===== config.mk =====
export PLATFORM = sky130hd
export DESIGN_NAME = int_to_float_converter
export DESIGN_NICKNAME = d
export VERILOG_FILES = /design/src/rtl/int_to_float_converter.sv
export SDC_FILE = /design/constraint.sdc
export NUM_CORES = 1
export LEC_CHECK = 0
export BUFFER_PORTS_ARGS = -buffer_cell sky130_fd_sc_hd__buf_2
export CORE_MARGIN = 2
export CORE_UTILIZATION = 58
export CTS_CLUSTER_DIAMETER = 80
export DETAILED_ROUTE_END_ITERATION = 7
export PLACE_DENSITY_LB_ADDON = 0.12
export SETUP_SLACK_MARGIN = 0.15
export SYNTH_ARGS = -nofsm -noshare
export SYNTH_HDL_FRONTEND = slang
export SYNTH_SLANG_ARGS = --single-unit

===== constraint.sdc =====
create_clock -name clk -period 3.9 [get_ports clk]
set_clock_uncertainty 0.2 [all_clocks]
set_input_delay 0.39 -clock clk [delete_from_list [all_inputs] [get_ports clk]]
set_output_delay 0.39 -clock clk [all_outputs]
set_load 0.02 [all_outputs]

===== src/rtl/int_to_float_converter.sv =====
// int_to_float_converter: three-stage pipelined 32-bit integer to IEEE-754
// single-precision converter (ITOF / UITOF) with valid/ready on both sides.
// Stages: magnitude -> normalize (leading-zero shift) -> round/pack (output).
// Build option: define ITOF_ROUND_NEAREST_EN for round-to-nearest-even;
// otherwise the mantissa is truncated toward zero.
module int_to_float_converter #(
  parameter int TAG_WIDTH = 6
) (
  input  logic                 clk,
  input  logic                 reset_n,
  input  logic                 in_valid,
  output logic                 in_ready,
  input  logic [31:0]          in_value,
  input  logic                 in_unsigned,
  input  logic [TAG_WIDTH-1:0] in_tag,
  output logic                 out_valid,
  input  logic                 out_ready,
  output logic [31:0]          out_result,
  output logic [TAG_WIDTH-1:0] out_tag
);

`ifdef ITOF_ROUND_NEAREST_EN
  localparam int NORM_LO = 0;   // guard and sticky bits are needed downstream
`else
  localparam int NORM_LO = 8;   // bits below the mantissa are never looked at
`endif

  // stage 1 registers
  logic                 s1_valid_q;
  logic                 s1_sign_q, s1_sign_d;
  logic [31:0]          s1_mag_q, s1_mag_d;
  logic                 s1_zero_q, s1_zero_d;
  logic [TAG_WIDTH-1:0] s1_tag_q;

  // stage 2 registers (norm[31] is the implicit leading one and is dropped)
  logic                 s2_valid_q;
  logic                 s2_sign_q;
  logic [30:NORM_LO]    s2_norm_q, s2_norm_d;
  logic [7:0]           s2_exp_q, s2_exp_d;
  logic                 s2_zero_q;
  logic [TAG_WIDTH-1:0] s2_tag_q;

  // stage 3 / output registers
  logic                 s3_valid_q;
  logic [31:0]          s3_result_q, s3_result_d;
  logic [TAG_WIDTH-1:0] s3_tag_q;

  logic en1, en2, en3;
  logic accept;

  // each stage may load when empty or when the stage after it moves on
  always_comb begin
    en3    = ~s3_valid_q | out_ready;
    en2    = ~s2_valid_q | en3;
    en1    = ~s1_valid_q | en2;
    in_ready = reset_n & en1;
    accept = in_valid & in_ready;
  end

  // magnitude: 0x80000000 signed maps onto the unsigned value 0x80000000
  always_comb begin
    s1_sign_d = ~in_unsigned & in_value[31];
    s1_mag_d  = s1_sign_d ? (~in_value + 32'd1) : in_value;
    s1_zero_d = (in_value == 32'd0);
  end

  // stage 1 register: operand sign, magnitude, zero flag and tag
  always_ff @(posedge clk) begin
    if (!reset_n) begin
      s1_valid_q <= 1'b0;
      s1_sign_q  <= 1'b0;
      s1_mag_q   <= '0;
      s1_zero_q  <= 1'b0;
      s1_tag_q   <= '0;
    end else if (en1) begin
      s1_valid_q <= in_valid;
      if (in_valid) begin
        s1_sign_q <= s1_sign_d;
        s1_mag_q  <= s1_mag_d;
        s1_zero_q <= s1_zero_d;
        s1_tag_q  <= in_tag;
      end
    end
  end

  // normalize: binary-search leading-zero count, shifting as we go
  always_comb begin
    logic [31:0] m;
    logic [4:0]  lz;
    m  = s1_mag_q;
    lz = 5'd0;
    if (m[31:16] == 16'h0) begin lz[4] = 1'b1; m = m << 16; end
    if (m[31:24] == 8'h0)  begin lz[3] = 1'b1; m = m << 8;  end
    if (m[31:28] == 4'h0)  begin lz[2] = 1'b1; m = m << 4;  end
    if (m[31:30] == 2'h0)  begin lz[1] = 1'b1; m = m << 2;  end
    if (m[31] == 1'b0)     begin lz[0] = 1'b1; m = m << 1;  end
    s2_norm_d = m[30:NORM_LO];
    s2_exp_d  = 8'd158 - {3'b000, lz};
  end

  // stage 2 register: normalized mantissa and biased exponent
  always_ff @(posedge clk) begin
    if (!reset_n) begin
      s2_valid_q <= 1'b0;
      s2_sign_q  <= 1'b0;
      s2_norm_q  <= '0;
      s2_exp_q   <= '0;
      s2_zero_q  <= 1'b0;
      s2_tag_q   <= '0;
    end else if (en2) begin
      s2_valid_q <= s1_valid_q;
      if (s1_valid_q) begin
        s2_sign_q <= s1_sign_q;
        s2_norm_q <= s2_norm_d;
        s2_exp_q  <= s2_exp_d;
        s2_zero_q <= s1_zero_q;
        s2_tag_q  <= s1_tag_q;
      end
    end
  end

  // round/pack: a mantissa carry bumps the exponent; exp tops out at 159
  always_comb begin
    logic [22:0] frac;
    logic [7:0]  exp;
`ifdef ITOF_ROUND_NEAREST_EN
    logic        guard, sticky, round_up;
    logic [23:0] frac_inc;
`endif
    frac = s2_norm_q[30:8];
    exp  = s2_exp_q;
`ifdef ITOF_ROUND_NEAREST_EN
    guard    = s2_norm_q[7];
    sticky   = |s2_norm_q[6:0];
    round_up = guard & (sticky | frac[0]);
    frac_inc = {1'b0, frac} + 24'd1;
    if (round_up) begin
      frac = frac_inc[22:0];
      exp  = exp + {7'd0, frac_inc[23]};
    end
`endif
    s3_result_d = s2_zero_q ? 32'h0000_0000 : {s2_sign_q, exp, frac};
  end

  // output register: holds result and tag steady while the consumer stalls
  always_ff @(posedge clk) begin
    if (!reset_n) begin
      s3_valid_q  <= 1'b0;
      s3_result_q <= '0;
      s3_tag_q    <= '0;
    end else if (en3) begin
      s3_valid_q <= s2_valid_q;
      if (s2_valid_q) begin
        s3_result_q <= s3_result_d;
        s3_tag_q    <= s2_tag_q;
      end
    end
  end

  assign out_valid  = s3_valid_q;
  assign out_result = s3_result_q;
  assign out_tag    = s3_tag_q;

endmodule

==> flow_metrics.tcl, run 1 <==
set metrics [dict create \
    gp_congestion 1.01 \
    layout-drive-gt1-share_pct 17.6 \
    placementRows 38 \
    cp_cell_sequence "or4_1 > a211o_1 > o311a_1 > nor4_4 > mux2_4 > a221o_1 > nor2_1 > o31ai_1" \
    cts_buffer_depth 2 \
    intPower_mw 2.69 \
    netlist_area_um2 6500 \
    synth_top_area_share_pct 37.0 \
    dieArea_um2 12100 \
    synth_largest_area_cell "dfxtp_1" \
    finalCritPeriodShare_pct 91.9 \
    crit_path_top_delay_cell "nor4_4" \
    seqPwrFrac_pct 35.4 \
    antenna_found_initial 0 \
    fmax_mhz 279 \
    first_pass_iters 5 \
    synthArstFlopShare_pct 0 \
    dp_hpwl_mm 14.1 \
    cts_tree "yes" \
    status "completed" \
    ir_drop_mv 0.331 \
    drv_slew 0 \
    crit_type "reg -> reg" \
    ys_ff_latch 120 \
    min_path_cells 3 \
    clkPwrFrac_pct 42.9 \
    placed_area_um2 7100 \
    pwr_density_cell_nw_per_um2 487 \
    synth_edf_count 0 \
    p_leak_nw 3.05 \
    wl_mm 20.4 \
    switching_share_pct 29.9 \
    core_um2 10900 \
    worstSetupEndpointType "flip-flop" \
    combPwrFrac_pct 21.6 \
    cts-root-buf "clkbuf_8" \
    insertedDiodeCount 0 \
    worstPathRequired_ns 4.10 \
    overflow 0 \
    yosysWarnings 0 \
    power_mw 3.84 \
    ioPinCount 83 \
    rsz0062_at_grt "yes" \
    cp-start-kind "flip-flop" \
    setup-tns-final_ns 0 \
    avgSynthCellArea_um2 7.74 \
    drt_iter0_markers 645 \
    ys_types 55 \
    drc 0 \
    wire_per_inst_um 19.0 \
    cts_sinks 120 \
    period_needed_ns 3.58 \
    worst-r2r-cell-count 8 \
    max_slew_margin_pct 15.2 \
    nets 966 \
    start_util_pct 59.7 \
    cap_violations 0 \
    grt_pass1_vias 6457 \
    port_buffers 82 \
    fp.dieW_um 110 \
    cp_slowest_stage_delay_ns 0.82 \
    syn2layout_area_growth_pct 21.2 \
    seq_area_frac_synth_pct 37.0 \
    grt_max_degree 71 \
    cp_data_arrival_time_ns 3.78 \
    hold_violations 0 \
    cts.reportedPaths.clkPinSlew_ns 0.06 \
    p_sw_mw 1.15 \
    worst-path-max-fanout 18 \
    vias 6923 \
    hp-class "in -> reg" \
    fin_area_um2 7880 \
    setup_viol 0 \
    synth.area.top_cells "dfxtp_1 37%, a21oi_1 7.9%, nand2_1 7.0%" \
    vias_per_cell 6.44 \
    grt_util_all_layers_pct 34.7 \
    synth_ff_type "dfxtp_1" \
    die_h_um 110 \
    ctsHtreeMaxLevel 4 \
    grt_first_pass_wirelength_mm 32.4 \
    synth_nets 884 \
    clock_latency_ns 0.53 \
    cts_buffers 17 \
    worstMarginPinSlew_ns 1.27 \
    syn_inst 840 \
    ant_nets 0 \
]
[flip-flops by register name, summed over array words and instances, names as in the netlist]
signal	cells
out_result	32
out_tag	6
out_valid	1
s1_mag_q	32
s1_sign_q	1
s1_tag_q	6
s1_valid_q	1
s1_zero_q	1
s2_exp_q	8
s2_norm_q	23
s2_sign_q	1
s2_tag_q	6
s2_valid_q	1
s2_zero_q	1
[stage by stage]
stage | util [%] | setup slack (ns) | instances | hold slack (ns)
2_1_floorplan | - | 0.692 | 840 | 0.232
3_3_place_gp | 65.2 | 0.410 | 1028 | 0.238
3_5_place_dp | 65.2 | 0.302 | 1028 | 0.241
4_1_cts | 72.3 | 0.299 | 1075 | 0.00283
5_1_grt | 72.4 | 0.144 | 1075 | 0.0162
6_report | 72.4 | 0.318 | 1075 | 0.00475
[power groups by stage]
| stage | registers [mW] | clock network, mW | logic [mW] |
|---|---|---|---|
| 6_report | 1.36 | 1.65 | 0.829 |
| 5_1_grt | 1.37 | 1.70 | 0.897 |
| 4_1_cts | 1.36 | 1.65 | 0.807 |
| 3_5_place_dp | 1.38 | 0 | 0.789 |
| 3_3_place_gp | 1.38 | 0 | 0.776 |
| 2_1_floorplan | 1.36 | 0 | 0.560 |
[cells in the final DEF (no fill, tap or decap), types with 4 or more instances in the layout]
| cell type | count |
|---|---|
| bufinv_16 | 4 |
| inv_1 | 7 |
| xnor2_1 | 13 |
| a221oi_1 | 6 |
| mux2i_1 | 24 |
| o221ai_1 | 6 |
| mux2_2 | 5 |
| and2_1 | 4 |
| a21oi_1 | 102 |
| nand3b_1 | 33 |
| or3_1 | 9 |
| xor2_1 | 16 |
| nand3_1 | 33 |
| o211ai_1 | 9 |
| or4_1 | 9 |
| dlygate4sd3_1 | 15 |
| a311oi_1 | 4 |
| clkbuf_1 | 4 |
| a31oi_1 | 7 |
| a22oi_1 | 6 |
| o31ai_1 | 14 |
| nor3_1 | 14 |
| nand4_1 | 5 |
| nor4_1 | 14 |
| nor2_1 | 68 |
| buf_4 | 35 |
| nand2b_1 | 4 |
| o21ai_0 | 38 |
| nor4b_1 | 4 |
| clkbuf_16 | 16 |
| o41ai_1 | 4 |
| dfxtp_1 | 120 |
| a211oi_1 | 26 |
| buf_2 | 82 |
| nand2_1 | 121 |
| o21ai_1 | 7 |
[worst max-delay path: cells and delay by family (launching register included)]
kind               cells  cell delay, ns
AOI/OAI and AO/OA      4            0.95
DFF                    1            0.39
muxes                  1            0.35
and+or+nand+nor        3            1.54
[logic make-up (layout without fill, tap and decap cells)]
family | after synthesis | after routing | synth area share, %
AO/OA/AOI/OAI | 255 | 255 | 24.6
XOR/XNOR | 29 | 29 | 3.91
adder cells (fa/ha/maj) | 1 | 1 | 0.192
buffers and inverters | 78 | 173 | 4.81
flip-flops | 120 | 120 | 37.0
multiplexers | 31 | 31 | 5.14
AND/OR/NAND/NOR | 326 | 326 | 24.4
[cell usage after synthesis, types with 5 or more instances]
cell / n
or3_1: 9
nand4_1: 5
dfxtp_1: 120
a211oi_1: 26
nand3b_1: 33
o221ai_1: 6
nor3_1: 14
nor4_1: 14
mux2_2: 5
o21ai_0: 38
nand2_1: 121
o211ai_1: 9
buf_2: 10
nand3_1: 33
nor2_1: 69
a31oi_1: 8
xnor2_1: 13
a22oi_1: 6
or4_1: 9
o21ai_1: 7
xor2_1: 16
clkbuf_1: 55
mux2i_1: 24
o31ai_1: 14
inv_1: 8
a21oi_1: 102
a221oi_1: 6
[final cells by class]
| type | count | area (µm²) |
|---|---|---|
| clock inverters | 9 | 164 |
| well taps | 140 | 175 |
| fillers | 845 | 3010 |
| repair buffers | 133 | 843 |
| clock buffers | 23 | 457 |
| flip-flops and latches | 120 | 2400 |
| inverters | 8 | 30.0 |
| multi-input cells | 642 | 3810 |
[layer usage]
metal  part of all wire, %  global-route usage, %  up-vias
li1                      -                      -     3239
met1                    43                   45.8     3305
met2                    47                   54.0      330
met3                   7.7                   8.48       49
met4                   2.7                   14.2        0
met5                     0                      0        -
[repair_timing]
item	CTS	global route
setup buffers	0	0
endpoints found under the setup margin	0	4
hold endpoints to repair	15	0
resized for setup	0	1
hold buffers	15	0
[final timing paths]
| check | from | endpoint | slack, ns |
|---|---|---|---|
| max | s1_mag_q[18]$_SDFFE_PN0P_ | s2_norm_q[28]$_SDFFE_PN0P_ | 0.32 |
| min | in_value[25] | s1_mag_q[25]$_SDFFE_PN0P_ | 0.005 |
| max reg2reg | s1_mag_q[18]$_SDFFE_PN0P_ | s2_norm_q[28]$_SDFFE_PN0P_ | 0.32 |
| min reg2reg | out_result[7]$_SDFFE_PN0P_ | out_result[7]$_SDFFE_PN0P_ | 0.25 |
Note: power is estimated with default switching activity, not from simulation.
==> run 2, diff against run 1 <==
Settings changed: CORE_UTILIZATION 58 to 53.
Clock period 3.9 ns to 3.2 ns, I/O delays scaled along.
==> run 2 against run 1 <==
Sequential share of layout area decreased by 1.4 points. Non-clock buffer count increased by 27. Die area increased by 9.1%. First-iteration DRC count decreased by 7.0%. Largest power group unchanged. Highest routed layer unchanged.
==> flow_metrics.tcl, run 2 (synthesis results as in run 1) <==
set metrics [dict create \
    nets 993 \
    wire_per_inst_um 18.6 \
    wl_mm 20.6 \
    vias_per_cell 6.17 \
    setup-tns-final_ns 0 \
    ant_nets 0 \
    period_needed_ns 2.99 \
    worst-r2r-cell-count 10 \
    core_um2 12000 \
    layout-drive-gt1-share_pct 23.7 \
    worstPathRequired_ns 3.29 \
    cp-start-kind "flip-flop" \
    finalCritPeriodShare_pct 93.6 \
    grt_pass1_vias 6588 \
    cts_tree "yes" \
    dp_hpwl_mm 14.7 \
    grt_max_degree 93 \
    cts_buffers 17 \
    hp-class "in -> reg" \
    cts_buffer_depth 2 \
    min_path_cells 3 \
    placementRows 40 \
    power_mw 4.83 \
    port_buffers 82 \
    fmax_mhz 334 \
    gp_congestion 1.00 \
    ctsHtreeMaxLevel 4 \
    first_pass_iters 6 \
    cts_sinks 120 \
    crit_type "reg -> reg" \
    grt_util_all_layers_pct 31.7 \
    rsz0062_at_grt "yes" \
    hold_violations 0 \
    antenna_found_initial 0 \
    syn2layout_area_growth_pct 27.1 \
    worst-path-max-fanout 23 \
    final_common_cell "dfxtp_1" \
    p_leak_nw 3.23 \
    die_h_um 115 \
    fin_cells 1109 \
    setup_viol 0 \
    clock_latency_ns 0.42 \
    drc 0 \
    vias 6848 \
    most-common-layout-cells "120 x dfxtp_1, 119 x nand2_1, 101 x a21oi_1" \
    start_util_pct 54.1 \
    dieArea_um2 13200 \
    cts.reportedPaths.clkPinSlew_ns 0.06 \
    cap_violations 0 \
    ioPinCount 83 \
    drt_iter0_markers 600 \
    fp.dieW_um 115 \
    drv_slew 0 \
    worstMarginPinSlew_ns 0.778 \
    r2r-start "s1_mag_q[29]$_SDFFE_PN0P_" \
    r2r_slack_ns 0.21 \
    overflow 0 \
    grt_first_pass_wirelength_mm 32.9 \
    insertedDiodeCount 0 \
    cp_data_arrival_time_ns 3.09 \
    pwr_density_cell_nw_per_um2 584 \
    max_slew_margin_pct 48.1 \
    regToRegEndpoint "s2_norm_q[14]$_SDFFE_PN0P_" \
    cp-endpoint "s2_norm_q[14]$_SDFFE_PN0P_" \
    critPathLaunch "s1_mag_q[29]$_SDFFE_PN0P_" \
    cts-root-buf "clkbuf_16" \
    ir_drop_mv 0.418 \
    dp_cells 1063 \
    worstSetupEndpointType "flip-flop" \
    status "completed" \
]
-- run 2: cell types whose count changed in the layout (fill, tap and decap cells not counted), moves of 3 or more --
cell,previous run,this run
or4_1,9,6
dlygate4sd3_1,15,7
buf_4,35,62
clkbuf_1,4,0
nor4_1,14,10
nor2_1,68,65
nor4_2,0,4
buf_12,1,5
or4_4,0,3
-- run 2: cell type report --
class | instances | area, µm²
inverter | 8 | 30.0
fill | 995 | 3750
clock buffer | 18 | 439
clock inverter | 14 | 188
sequential | 120 | 2400
tap | 147 | 184
timing repair buffer | 160 | 1080
multi-input combinational | 642 | 3940
-- run 2: worst max-delay path, cell delays in order (launching register included) --
cell	delay [ns]
dfxtp_1	0.37
or4_1	0.61
nor4_2	0.32
buf_4	0.17
a21oi_1	0.12
a221oi_1	0.30
o21ai_1	0.13
and2_1	0.22
buf_12	0.17
mux2i_1	0.18
a21oi_1	0.09
-- run 2: how the worst min path moves through the flow --
stage	startpoint	to	slack, ns
after floorplan	s1_sign_q$_SDFFE_PN0P_	s2_sign_q$_SDFFE_PN0P_	0.23
after global placement	out_result[16]$_SDFFE_PN0P_	out_result[16]$_SDFFE_PN0P_	0.24
after detailed placement	out_result[15]$_SDFFE_PN0P_	out_result[15]$_SDFFE_PN0P_	0.24
after CTS	in_value[1]	s1_mag_q[1]$_SDFFE_PN0P_	0.004
after global routing	in_value[1]	s1_mag_q[1]$_SDFFE_PN0P_	0.01
final	in_valid	s1_valid_q$_SDFFE_PN0N_	0.02
-- run 2: layer usage --
metal | track usage, % | up-vias | part of all wire [%]
met5 | 0 | - | 0
li1 | - | 3297 | -
met2 | 50.5 | 252 | 46
met1 | 42.1 | 3249 | 45
met3 | 7.38 | 50 | 6.0
met4 | 12.1 | 0 | 2.8
-- run 2: timing repair --
item | CTS | global route
gates resized for setup | 5 | 28
cloned | 0 | 1
setup buffers | 0 | 6
endpoints found under the hold margin | 7 | 0
pin swaps | 0 | 8
setup endpoints to repair | 12 | 30
hold buffers | 7 | 0
-- run 2: where the power goes --
part	total, mW	switching [mW]	internal, mW
clock network	2.03	0.764	1.27
logic	1.16	0.687	0.475
registers	1.63	0.0595	1.57
-- run 2: through the flow --
| stage | area, µm² | hold slack [ns] | util, % | worst slack, ns |
|---|---|---|---|---|
| 2_1_floorplan | 6500 | 0.232 | - | 0.0321 |
| 3_3_place_gp | 7370 | 0.237 | 61.4 | 0.127 |
| 3_5_place_dp | 7370 | 0.241 | 61.4 | 0.101 |
| 4_1_cts | 8090 | 0.00368 | 67.4 | 0.142 |
| 5_1_grt | 8260 | 0.0133 | 68.8 | 0.109 |
| 6_report | 8260 | 0.0152 | 68.8 | 0.206 |
==> run 3, diff against run 2 <==
Settings changed: CORE_UTILIZATION 53 to 58.
Clock period 3.2 ns to 3.1 ns, I/O delays scaled along.
==> run 3 against run 2 <==
Global-route usage rose by 5.9 points. Count of clock-buffer cells in the layout did not move. Cell area rose by 4.7%. Utilization rose by 11 points. Largest cell class unchanged. Non-clock buffer count rose by 37. Sequential cell count did not move.
==> flow_metrics.tcl, run 3 (synthesis results as in run 1) <==
set metrics [dict create \
    cp-endpoint "s2_norm_q[29]$_SDFFE_PN0P_" \
    start_util_pct 59.7 \
    antenna_found_initial 0 \
    die_h_um 110 \
    setup_viol 0 \
    cp_slowest_stage_delay_ns 0.58 \
    ant_nets 0 \
    worst-path-max-fanout 5 \
    hold_violations 0 \
    cts_tree "yes" \
    clock_latency_ns 0.53 \
    worst_slack_ns 0.149 \
    p_sw_mw 1.57 \
    combPwrFrac_pct 26.4 \
    ctsHtreeMaxLevel 4 \
    grt_pass1_vias 6795 \
    wl_mm 22.5 \
    r2r_slack_ns 0.15 \
    intPower_mw 3.31 \
    status "completed" \
    core_um2 10900 \
    drv_slew 0 \
    cp_data_arrival_time_ns 3.14 \
    vias_per_cell 6.38 \
    cp_cell_sequence "or4_4 > a211o_4 > o311a_4 > nor4_4 > mux2_4 > a221o_1 > nor2_1 > o31ai_1" \
    dp_hpwl_mm 14.5 \
    period_needed_ns 2.95 \
    cp-start-kind "flip-flop" \
    fin_area_um2 8640 \
    setup-tns-final_ns 0 \
    grt_util_all_layers_pct 37.6 \
    grt_max_degree 68 \
    cap_violations 0 \
    seqPwrFrac_pct 34.6 \
    drt_iter0_markers 612 \
    fp.dieW_um 110 \
    fin_hold_ws_ns 0.0155 \
    dieArea_um2 12100 \
    dp_slack_ns -0.0242 \
    overflow 0 \
    syn2layout_area_growth_pct 33.0 \
    port_buffers 82 \
    pwr_density_cell_nw_per_um2 565 \
    crit_type "reg -> reg" \
    finalCritPeriodShare_pct 95.2 \
    most-common-layout-cells "120 x nand2_1, 120 x dfxtp_1, 102 x a21oi_1" \
    gp_congestion 1.06 \
    clkPwrFrac_pct 38.9 \
    switching_share_pct 32.2 \
    wire_per_inst_um 19.7 \
    placed_area_um2 7410 \
    drc 0 \
    worst-r2r-cell-count 8 \
    cts_buffers 17 \
    r2r-start "s1_mag_q[21]$_SDFFE_PN0P_" \
    hp-class "in -> reg" \
    ioPinCount 83 \
    rsz0062_at_grt "yes" \
    p_leak_nw 3.37 \
    worstPathRequired_ns 3.29 \
    layout-drive-gt1-share_pct 25.6 \
    grt_first_pass_wirelength_mm 34.7 \
    multi_input_area_um2 4070 \
    register_area_um2 2400 \
    cp_top_family "simple AND/OR/NAND/NOR gates" \
    max_slew_margin_pct 43.6 \
    critPathLaunch "s1_mag_q[21]$_SDFFE_PN0P_" \
    worst-path-buf-inv 0 \
    path_depth 8 \
    placementRows 38 \
    nFillCells 707 \
    insertedDiodeCount 0 \
    worstMarginPinSlew_ns 0.845 \
    vias 7271 \
    cts.reportedPaths.clkPinSlew_ns 0.06 \
    ir_drop_mv 0.452 \
    cts_buffer_depth 2 \
    nets 1030 \
    cts_sinks 120 \
    cts-root-buf "clkbuf_8" \
    first_pass_iters 6 \
    min_path_cells 3 \
    worstSetupEndpointType "flip-flop" \
    fmax_mhz 339 \
    regToRegEndpoint "s2_norm_q[29]$_SDFFE_PN0P_" \
    crit_path_top_delay_cell "or4_4" \
]
## run 3: area by class of cell
| class | count | area share (%) |
|---|---|---|
| clock buffer | 18 | 4.83 |
| sequential | 120 | 27.8 |
| timing repair buffer | 197 | 16.2 |
| clock inverter | 14 | 1.74 |
| inverter | 8 | 0.347 |
| multi-input combinational | 642 | 47.1 |
| tap | 140 | 2.03 |
## run 3: worst reg2reg max path: cells and delay by family, from the launching register on
| family | cells | cell delay (ns) |
|---|---|---|
| AND/OR/NAND/NOR | 3 | 1.02 |
| multiplexers | 1 | 0.34 |
| flip-flops | 1 | 0.31 |
| AO/OA/AOI/OAI | 4 | 0.94 |
## run 3: repair_timing
item / in CTS / in global routing
buffers inserted: 4 / 1
cloned: 0 / 1
pin swaps: 3 / 6
endpoints found under the hold margin: 36 / 0
endpoints found under the setup margin: 29 / 35
hold buffers: 35 / 0
resized for setup: 18 / 41
## run 3: worst min-delay path by stage
| stage | from | to | slack [ns] |
|---|---|---|---|
| 2_1_floorplan | s1_sign_q$_SDFFE_PN0P_ | s2_sign_q$_SDFFE_PN0P_ | 0.23 |
| 3_5_place_dp | out_result[13]$_SDFFE_PN0P_ | out_result[13]$_SDFFE_PN0P_ | 0.24 |
| 5_1_grt | in_value[21] | s1_mag_q[21]$_SDFFE_PN0P_ | 0.03 |
| 3_3_place_gp | out_result[18]$_SDFFE_PN0P_ | out_result[18]$_SDFFE_PN0P_ | 0.24 |
| 6_report | in_unsigned | s1_mag_q[31]$_SDFFE_PN0P_ | 0.02 |
| 4_1_cts | in_value[15] | s1_mag_q[15]$_SDFFE_PN0P_ | 0.001 |
## run 3: power groups by stage
stage	registers (mW)	logic (mW)	clock network, mW
after floorplan	1.71	0.707	0
after global placement	1.71	1.07	0
after detailed placement	1.71	1.09	0
after CTS	1.68	1.18	1.91
after global routing	1.70	1.38	1.99
final	1.69	1.29	1.90
## run 3: per-layer routing
layer | global-route usage (%) | vias up | share of wire, %
met5 | 0 | - | 0
met3 | 8.54 | 75 | 8.5
met2 | 60.3 | 407 | 48
met4 | 15.5 | 0 | 3.3
met1 | 48.8 | 3422 | 40
li1 | - | 3367 | -
## run 3: stage by stage
| stage | std cells | power [mW] | util [%] |
|---|---|---|---|
| final | 1139 | 4.88 | 79.4 |
| after global routing | 1139 | 5.07 | 79.4 |
| after CTS | 1137 | 4.77 | 77.6 |
| after detailed placement | 1066 | 2.81 | 68.0 |
| after global placement | 1066 | 2.78 | 68.0 |
| after floorplan | 840 | 2.42 | - |
